`src/rtl/mul_scheduler_if.sv`:
```
// Operand/result stream bundle between mul_scheduler and its producer/consumer.
//   in_valid/in_ready        operand pair handshake (in_multiplier, in_multiplicand, in_tag)
//   out_valid/out_ready      result slot handshake (out_result, out_tag)
// slave  : the scheduler side (accepts operands, presents results)
// master : the producer/consumer side
`timescale 1ns/1ps
interface mul_scheduler_if #(
   parameter int unsigned TAG_W = 4
) ();
   localparam int unsigned OP_W  = 64;
   localparam int unsigned RES_W = 128;

   logic               in_valid;
   logic               in_ready;
   logic [OP_W-1:0]    in_multiplier;
   logic [OP_W-1:0]    in_multiplicand;
   logic [TAG_W-1:0]   in_tag;

   logic               out_valid;
   logic               out_ready;
   logic [RES_W-1:0]   out_result;
   logic [TAG_W-1:0]   out_tag;

   modport slave (
      input  in_valid, in_multiplier, in_multiplicand, in_tag, out_ready,
      output in_ready, out_valid, out_result, out_tag
   );

   modport master (
      output in_valid, in_multiplier, in_multiplicand, in_tag, out_ready,
      input  in_ready, out_valid, out_result, out_tag
   );
endinterface

```
`src/rtl/mul_scheduler.sv`:
```
// Sequencer in front of the 64x64 signed Booth multiplier: buffers operand pairs in a
// FIFO, issues them one at a time with op_start/op_clear pulses, parks each 128-bit
// product with its tag in a single-entry result slot, and aborts a stuck op by watchdog.
// Ports:
//   clk, reset_n            clock (rising edge), asynchronous active-low reset
//   io (slave)              operand stream in, result slot out (see mul_scheduler_if)
//   mul_multiplier/_multiplicand  held operands to the multiplier
//   mul_op_start/_op_clear  one-cycle control pulses to the multiplier
//   mul_op_done, mul_result status/product from the multiplier
//   busy                    FSM active or operands queued
//   err_timeout, err_clr    sticky watchdog flag and its clear
`timescale 1ns/1ps
module mul_scheduler #(
   parameter int unsigned FIFO_DEPTH = 4,
   parameter int unsigned TAG_W      = 4,
   parameter int unsigned TIMEOUT    = 255
) (
   input  logic          clk,
   input  logic          reset_n,
   mul_scheduler_if.slave io,
   output logic [63:0]   mul_multiplier,
   output logic [63:0]   mul_multiplicand,
   output logic          mul_op_start,
   output logic          mul_op_clear,
   input  logic          mul_op_done,
   input  logic [127:0]  mul_result,
   output logic          busy,
   output logic          err_timeout,
   input  logic          err_clr
);

   localparam int unsigned OP_W  = 64;
   localparam int unsigned PTR_W = (FIFO_DEPTH > 1) ? $clog2(FIFO_DEPTH) : 1;
   localparam int unsigned CNT_W = $clog2(FIFO_DEPTH + 1);
   localparam int unsigned WD_W  = $clog2(TIMEOUT + 1);

   typedef struct packed {
      logic [TAG_W-1:0] tag;
      logic [OP_W-1:0]  multiplicand;
      logic [OP_W-1:0]  multiplier;
   } entry_t;

   typedef enum logic [2:0] {
      IDLE,
      ISSUE,
      WAIT,
      HOLD,
      CLEAR
   } state_t;

   state_t            state;
   state_t            state_next;
   entry_t            mem [FIFO_DEPTH];
   logic [PTR_W-1:0]  wr_ptr;
   logic [PTR_W-1:0]  rd_ptr;
   logic [CNT_W-1:0]  count;
   logic [CNT_W-1:0]  count_next;
   logic [WD_W-1:0]   wdog;
   logic [TAG_W-1:0]  cur_tag;
   logic              push;
   logic              pop;
   logic              capture;
   logic              abort;
   logic              fifo_empty;

   assign push       = io.in_valid & io.in_ready;
   assign fifo_empty = (count == '0);

   // FIFO occupancy after this cycle's push/pop
   always_comb begin
      count_next = count;
      case ({push, pop})
         2'b10:   count_next = count + CNT_W'(1);
         2'b01:   count_next = count - CNT_W'(1);
         default: count_next = count;
      endcase
   end

   // Next-state and per-cycle strobes
   always_comb begin
      state_next = state;
      pop        = 1'b0;
      capture    = 1'b0;
      abort      = 1'b0;
      case (state)
         IDLE: begin
            if (!fifo_empty) state_next = ISSUE;
         end
         ISSUE: begin
            pop        = 1'b1;
            state_next = WAIT;
         end
         WAIT: begin
            if (mul_op_done) begin
               if (!io.out_valid) begin
                  capture    = 1'b1;
                  state_next = CLEAR;
               end else begin
                  state_next = HOLD;
               end
            end else if (wdog == WD_W'(TIMEOUT)) begin
               abort      = 1'b1;
               state_next = CLEAR;
            end
         end
         HOLD: begin
            // slot frees either because it is empty or is being drained this cycle
            if (!io.out_valid || io.out_ready) begin
               capture    = 1'b1;
               state_next = CLEAR;
            end
         end
         CLEAR: begin
            state_next = fifo_empty ? IDLE : ISSUE;
         end
         default: state_next = IDLE;
      endcase
   end

   // State register
   always_ff @(posedge clk or negedge reset_n) begin
      if (!reset_n) state <= IDLE;
      else          state <= state_next;
   end

   // FIFO storage (no reset needed; guarded by count)
   always_ff @(posedge clk) begin
      if (push) mem[wr_ptr] <= '{tag: io.in_tag, multiplicand: io.in_multiplicand,
                                 multiplier: io.in_multiplier};
   end

   // Pointers, operands, watchdog, result slot and registered outputs
   always_ff @(posedge clk or negedge reset_n) begin
      if (!reset_n) begin
         wr_ptr           <= '0;
         rd_ptr           <= '0;
         count            <= '0;
         io.in_ready      <= 1'b0;
         mul_multiplier   <= '0;
         mul_multiplicand <= '0;
         cur_tag          <= '0;
         wdog             <= '0;
         io.out_valid     <= 1'b0;
         io.out_result    <= '0;
         io.out_tag       <= '0;
         mul_op_start     <= 1'b0;
         mul_op_clear     <= 1'b0;
         busy             <= 1'b0;
         err_timeout      <= 1'b0;
      end else begin
         if (push) wr_ptr <= wr_ptr + PTR_W'(1);
         if (pop) begin
            rd_ptr           <= rd_ptr + PTR_W'(1);
            mul_multiplier   <= mem[rd_ptr].multiplier;
            mul_multiplicand <= mem[rd_ptr].multiplicand;
            cur_tag          <= mem[rd_ptr].tag;
         end
         count       <= count_next;
         io.in_ready <= (count_next != CNT_W'(FIFO_DEPTH));

         if (state == ISSUE)     wdog <= '0;
         else if (state == WAIT) wdog <= wdog + WD_W'(1);

         // capture wins over a same-cycle drain
         if (capture) begin
            io.out_valid  <= 1'b1;
            io.out_result <= mul_result;
            io.out_tag    <= cur_tag;
         end else if (io.out_ready) begin
            io.out_valid  <= 1'b0;
         end

         mul_op_start <= (state_next == ISSUE);
         mul_op_clear <= (state_next == CLEAR);
         busy         <= (state_next != IDLE) || (count_next != '0);

         if (abort)        err_timeout <= 1'b1;
         else if (err_clr) err_timeout <= 1'b0;
      end
   end

endmodule

```
`src/flat_wrapper.sv`:
```
// flat-port wrapper written by rule: the top's interface ports become plain ports
module mul_scheduler_flat 
#(
   parameter int unsigned FIFO_DEPTH = 4,
   parameter int unsigned TAG_W      = 4,
   parameter int unsigned TIMEOUT    = 255
)
  (clk, reset_n, mul_multiplier, mul_multiplicand, mul_op_start, mul_op_clear, mul_op_done, mul_result, busy, err_timeout, err_clr, io_in_valid, io_in_multiplier, io_in_multiplicand, io_in_tag, io_out_ready, io_in_ready, io_out_valid, io_out_result, io_out_tag);
  mul_scheduler_if #(.TAG_W(TAG_W)) io_i ();
  input  logic clk;
  input  logic reset_n;
  output logic [63:0] mul_multiplier;
  output logic [63:0] mul_multiplicand;
  output logic mul_op_start;
  output logic mul_op_clear;
  input  logic mul_op_done;
  input  logic [127:0] mul_result;
  output logic busy;
  output logic err_timeout;
  input  logic err_clr;
  input wire logic [$bits(io_i.in_valid)-1:0] io_in_valid;
  input wire logic [$bits(io_i.in_multiplier)-1:0] io_in_multiplier;
  input wire logic [$bits(io_i.in_multiplicand)-1:0] io_in_multiplicand;
  input wire logic [$bits(io_i.in_tag)-1:0] io_in_tag;
  input wire logic [$bits(io_i.out_ready)-1:0] io_out_ready;
  output wire logic [$bits(io_i.in_ready)-1:0] io_in_ready;
  output wire logic [$bits(io_i.out_valid)-1:0] io_out_valid;
  output wire logic [$bits(io_i.out_result)-1:0] io_out_result;
  output wire logic [$bits(io_i.out_tag)-1:0] io_out_tag;
  assign io_i.in_valid = io_in_valid;
  assign io_i.in_multiplier = io_in_multiplier;
  assign io_i.in_multiplicand = io_in_multiplicand;
  assign io_i.in_tag = io_in_tag;
  assign io_i.out_ready = io_out_ready;
  assign io_in_ready = io_i.in_ready;
  assign io_out_valid = io_i.out_valid;
  assign io_out_result = io_i.out_result;
  assign io_out_tag = io_i.out_tag;
  mul_scheduler #(.FIFO_DEPTH(FIFO_DEPTH), .TAG_W(TAG_W), .TIMEOUT(TIMEOUT)) u_core (.clk(clk), .reset_n(reset_n), .io(io_i), .mul_multiplier(mul_multiplier), .mul_multiplicand(mul_multiplicand), .mul_op_start(mul_op_start), .mul_op_clear(mul_op_clear), .mul_op_done(mul_op_done), .mul_result(mul_result), .busy(busy), .err_timeout(err_timeout), .err_clr(err_clr));
endmodule
```
`config.mk`:
```
export PLATFORM = sky130hd
export DESIGN_NAME = mul_scheduler_flat
export DESIGN_NICKNAME = d
export VERILOG_FILES = /design/src/rtl/mul_scheduler_if.sv /design/src/rtl/mul_scheduler.sv /design/src/flat_wrapper.sv
export SDC_FILE = /design/constraint.sdc
export NUM_CORES = 1
export LEC_CHECK = 0
export BUFFER_PORTS_ARGS = -buffer_cell sky130_fd_sc_hd__clkbuf_2
export CAP_MARGIN = 20
export CORE_MARGIN = 2
export CORE_UTILIZATION = 58
export CTS_BUF_LIST = sky130_fd_sc_hd__clkbuf_8
export CTS_CLUSTER_SIZE = 20
export DETAILED_ROUTE_END_ITERATION = 8
export GPL_TIMING_DRIVEN = 0
export PLACE_DENSITY = 0.82
export SKIP_LAST_GASP = 1
export SYNTH_ARGS = -nofsm -noshare
export SYNTH_HDL_FRONTEND = slang
export SYNTH_SLANG_ARGS = --single-unit
export TNS_END_PERCENT = 1
```
`constraint.sdc`:
```
create_clock -name clk -period 4.6 [get_ports clk]
set_input_delay 0.69 -clock clk [delete_from_list [all_inputs] [get_ports clk]]
set_output_delay 0.69 -clock clk [all_outputs]
set_load 0.02 [all_outputs]
```
==> impl_metrics.yaml <==
run_status:
  result_of_the_run: "finished, final reports clean"
critical_path:
  cp_max_fo: 10
  critical_path.startpoint_type: "flip-flop"
  path_class: "reg2reg"
  critPathMaxStageDelay_ps: 540
  crit_path_end_kind: "flip-flop"
  crit_arrival_ps: 4090
  ff2ff_path_depth: 11
  cp.required_ps: 5170
  cell_with_the_largest_stage_delay_on_the_worst_path: "or4_1"
  critical_path.cell_chain: "inv_1, or3_1, inv_2, buf_2, ha_1, inv_1, fa_1, xor2_1, nor2_1, xor2_1, or4_1"
grt:
  maximum_number_of_pins_on_one_net_before_global_route_repair: 97
  antenna_found_initial: 29
  globalRoute.totalOverflow: 0
  total_routing_usage_gr_pct: 27.58
  first_global_vias: 17881
  grt_pass1_wl_mm: 108.3
yosys:
  syn-cell-area_sq_mm: 0.03006
  yosysTopAreaCellShare_pct: 52.74
  syn_area_per_cell_sq_um: 18.37
  synth_area_leaders: "edfxtp_1 53%, dfrtp_1 24%, mux4_2 9.9%"
  synth.lib_cells_used.distinct: 40
  most_frequent_cell_after_synthesis: "edfxtp_1"
  ys_async_sr_fraction_pct: 35.29
  yosys_warnings: 0
  synth.yosys.seq_area_share_pct: 76.72
  synthDominantAreaCellType: "edfxtp_1"
  ys_seq_elements: 816
  synthesis.instances: 1636
  ys_dominant_reg_cell: "edfxtp_1"
  synth_common_cells: "528 x edfxtp_1, 409 x nand2_1, 288 x dfrtp_1, 132 x mux4_2, 80 x mux2_1"
  synth_enable_flop_cells: 528
  synthesis.nets: 1909
place:
  port_buffers: 531
  detailedPlacementHpwl_mm: 50.01
  place_inst: 2859
  gp_congestion: 0.9113
  worst_setup_slack_after_placement_ps: 1127
floorplan:
  dieHeight_um: 231.7
  core_sq_mm: 0.05130
  full_die_area_sq_mm: 0.05367
  die_w_um: 231.7
  placement_rows: 83
  io_pins: 532
  initial_utilization_pct: 58.60
sta:
  fin_setup_tns_ps: 0
  final.setup.worst_slack_ps: 1085
  tightestPinTransition_ps: 690.4
  report.final.hold_viol_count: 0
  slew_headroom_pct: 53.97
  final_period_minus_worst_setup_slack_ps: 3515
  final-max-slew-violation-count: 0
  fin_skew_ps: 32.27
  period_share_pct: 76.42
  setup_viol_count_final: 0
  max_clock_freq_mhz: 284.5
  hold_ws_ps: 172.4
  rsz_0062_raised_after_global_routing: "false"
final_layout:
  register_area_sq_mm: 0.02306
  final_net_count: 2575
  drive_above_1_share_pct: 39.53
  n_fill_cell: 3090
  multi_input_comb_area_sq_mm: 0.006531
  post_layout_nonfiller_instances: 3108
  areaGrowthSynthToFinish_pct: 21.07
  finalCoreUtilization_pct: 70.95
drt:
  routed-via-count: 17196
  initialDrtViolationCount: 1439
  drt-total-wl_mm: 73.91
  drc_violations: 0
  wl_per_cell_um: 23.78
  vias_per_cell: 5.533
  drt.antenna.violating_nets: 0
  dr.pass1.iters: 7
cts:
  tritoncts_clock_tree: "built"
  clock_sinks: 816
  cts.reportedPaths.clkPinSlew_ps: 60
  cts.htree.levels: 3
  clock-root-buffer: "clkbuf_8"
  cts_max_path_buffers: 3
  insertion_delay_ps: 740
  numCtsBuffers: 120
hold_path:
  worstHoldPathType: "in2reg"
  worst_hold_path.num_cells: 1
power:
  power.ir.vdd_worst_mv: 0.4198
  power.static_leakage_nw: 15.16
  pwr_density_cell_mw_per_mm2: 705.8
run:
  max_cap_violations: 0
metal layers:
| metal | routed length (um) | track usage [%] |
|---|---|---|
| met5 | 71 | 0 |
| met4 | 3465 | 15.10 |
| met3 | 6640 | 7.960 |
| met2 | 38200 | 46.16 |
| met1 | 25530 | 32.37 |
through the flow:
stage,area (sq um),power [mW]
after detailed placement,33920,20.10
after global placement,33570,19.83
after floorplan,30060,16.88
after global routing,36400,26.93
final,36400,25.69
after CTS,36350,25.83
logic make-up (layout without fill, tap and decap cells):
family          Yosys count  in the layout  synth area share, %
xor+xnor                  6              6               0.1748
fa+ha+maj                 7              7               0.3163
other cells               0             20                    0
flops                   816            816                76.72
simple gates            441            441                5.790
mux                     269            269                15.00
compound gates           16             16               0.3746
buf+inv                  81            853                1.623
area by class of cell:
| type | instances | share of cell area [%] |
|---|---|---|
| Antenna cell | 20 | 0.1375 |
| Buffer | 73 | 1.258 |
| Clock buffer | 147 | 5.559 |
| Clock inverter | 81 | 1.090 |
| Inverter | 8 | 0.08251 |
| Multi-Input combinational cell | 739 | 17.94 |
| Sequential cell | 816 | 63.36 |
| Tap cell | 680 | 2.338 |
| Timing Repair Buffer | 544 | 8.226 |
cells in the final DEF, fill, tap and decap left out, types with 7 or more instances in the layout:
| master | count |
|---|---|
| buf_2 | 33 |
| clkinv_2 | 8 |
| diode_2 | 20 |
| inv_1 | 65 |
| clkbuf_1 | 20 |
| edfxtp_1 | 528 |
| buf_4 | 11 |
| clkinv_1 | 8 |
| o21ai_0 | 7 |
| nand2_1 | 409 |
| mux2_1 | 80 |
| mux4_2 | 132 |
| buf_16 | 11 |
| clkbuf_8 | 148 |
| dfrtp_1 | 288 |
| mux2_2 | 53 |
| clkbuf_2 | 530 |
| buf_8 | 10 |
critical path: cells and delay by family, from the launching register on:
kind | cells | cell delay (ps)
xor gates and xnor gates | 2 | 320
adders and majority gates | 2 | 610
buffers and inverters | 4 | 890
DFF | 1 | 530
and+or+nand+nor | 3 | 1030
worst paths after layout:
| kind | startpoint | end | slack (ps) |
|---|---|---|---|
| min in group asynchronous | reset_n | u_core.mul_multiplier[29] | 460 |
| min reg2reg | u_core.mul_multiplicand[58] | u_core.mul_multiplicand[58] | 470 |
| max | u_core.state[0] | u_core.busy | 1080 |
| min | io_in_multiplier[4] | u_core.mem[1][4] | 170 |
| max reg2reg | u_core.state[0] | u_core.busy | 1080 |
| max in group asynchronous | reset_n | u_core.io.out_result[91] | 2920 |
registers in the layout (all words and copies together), names as in the netlist, 3 cells and up:
| name | count |
|---|---|
| u_core.mem | 528 |
| u_core.io.out_result | 128 |
| u_core.mul_multiplicand | 64 |
| u_core.mul_multiplier | 64 |
| u_core.wdog | 8 |
| u_core.cur_tag | 4 |
| u_core.io.out_tag | 4 |
| u_core.count | 3 |
| u_core.state | 3 |
power breakdown:
group          leakage (nW)  internal [mW]  switching (mW)  total, mW
combinational          5.40           3.50            5.45       8.95
sequential             8.31           10.1           0.964       11.1
clock                  1.45           2.99            2.70       5.69
total                  15.2           16.6            9.11       25.7
repair_timing:
item,in CTS,in global routing
hold buffers,1,0
gates resized for setup,0,0
setup buffers,0,0
hold endpoints to repair,31,0
Power figures use the tool's default switching activity.
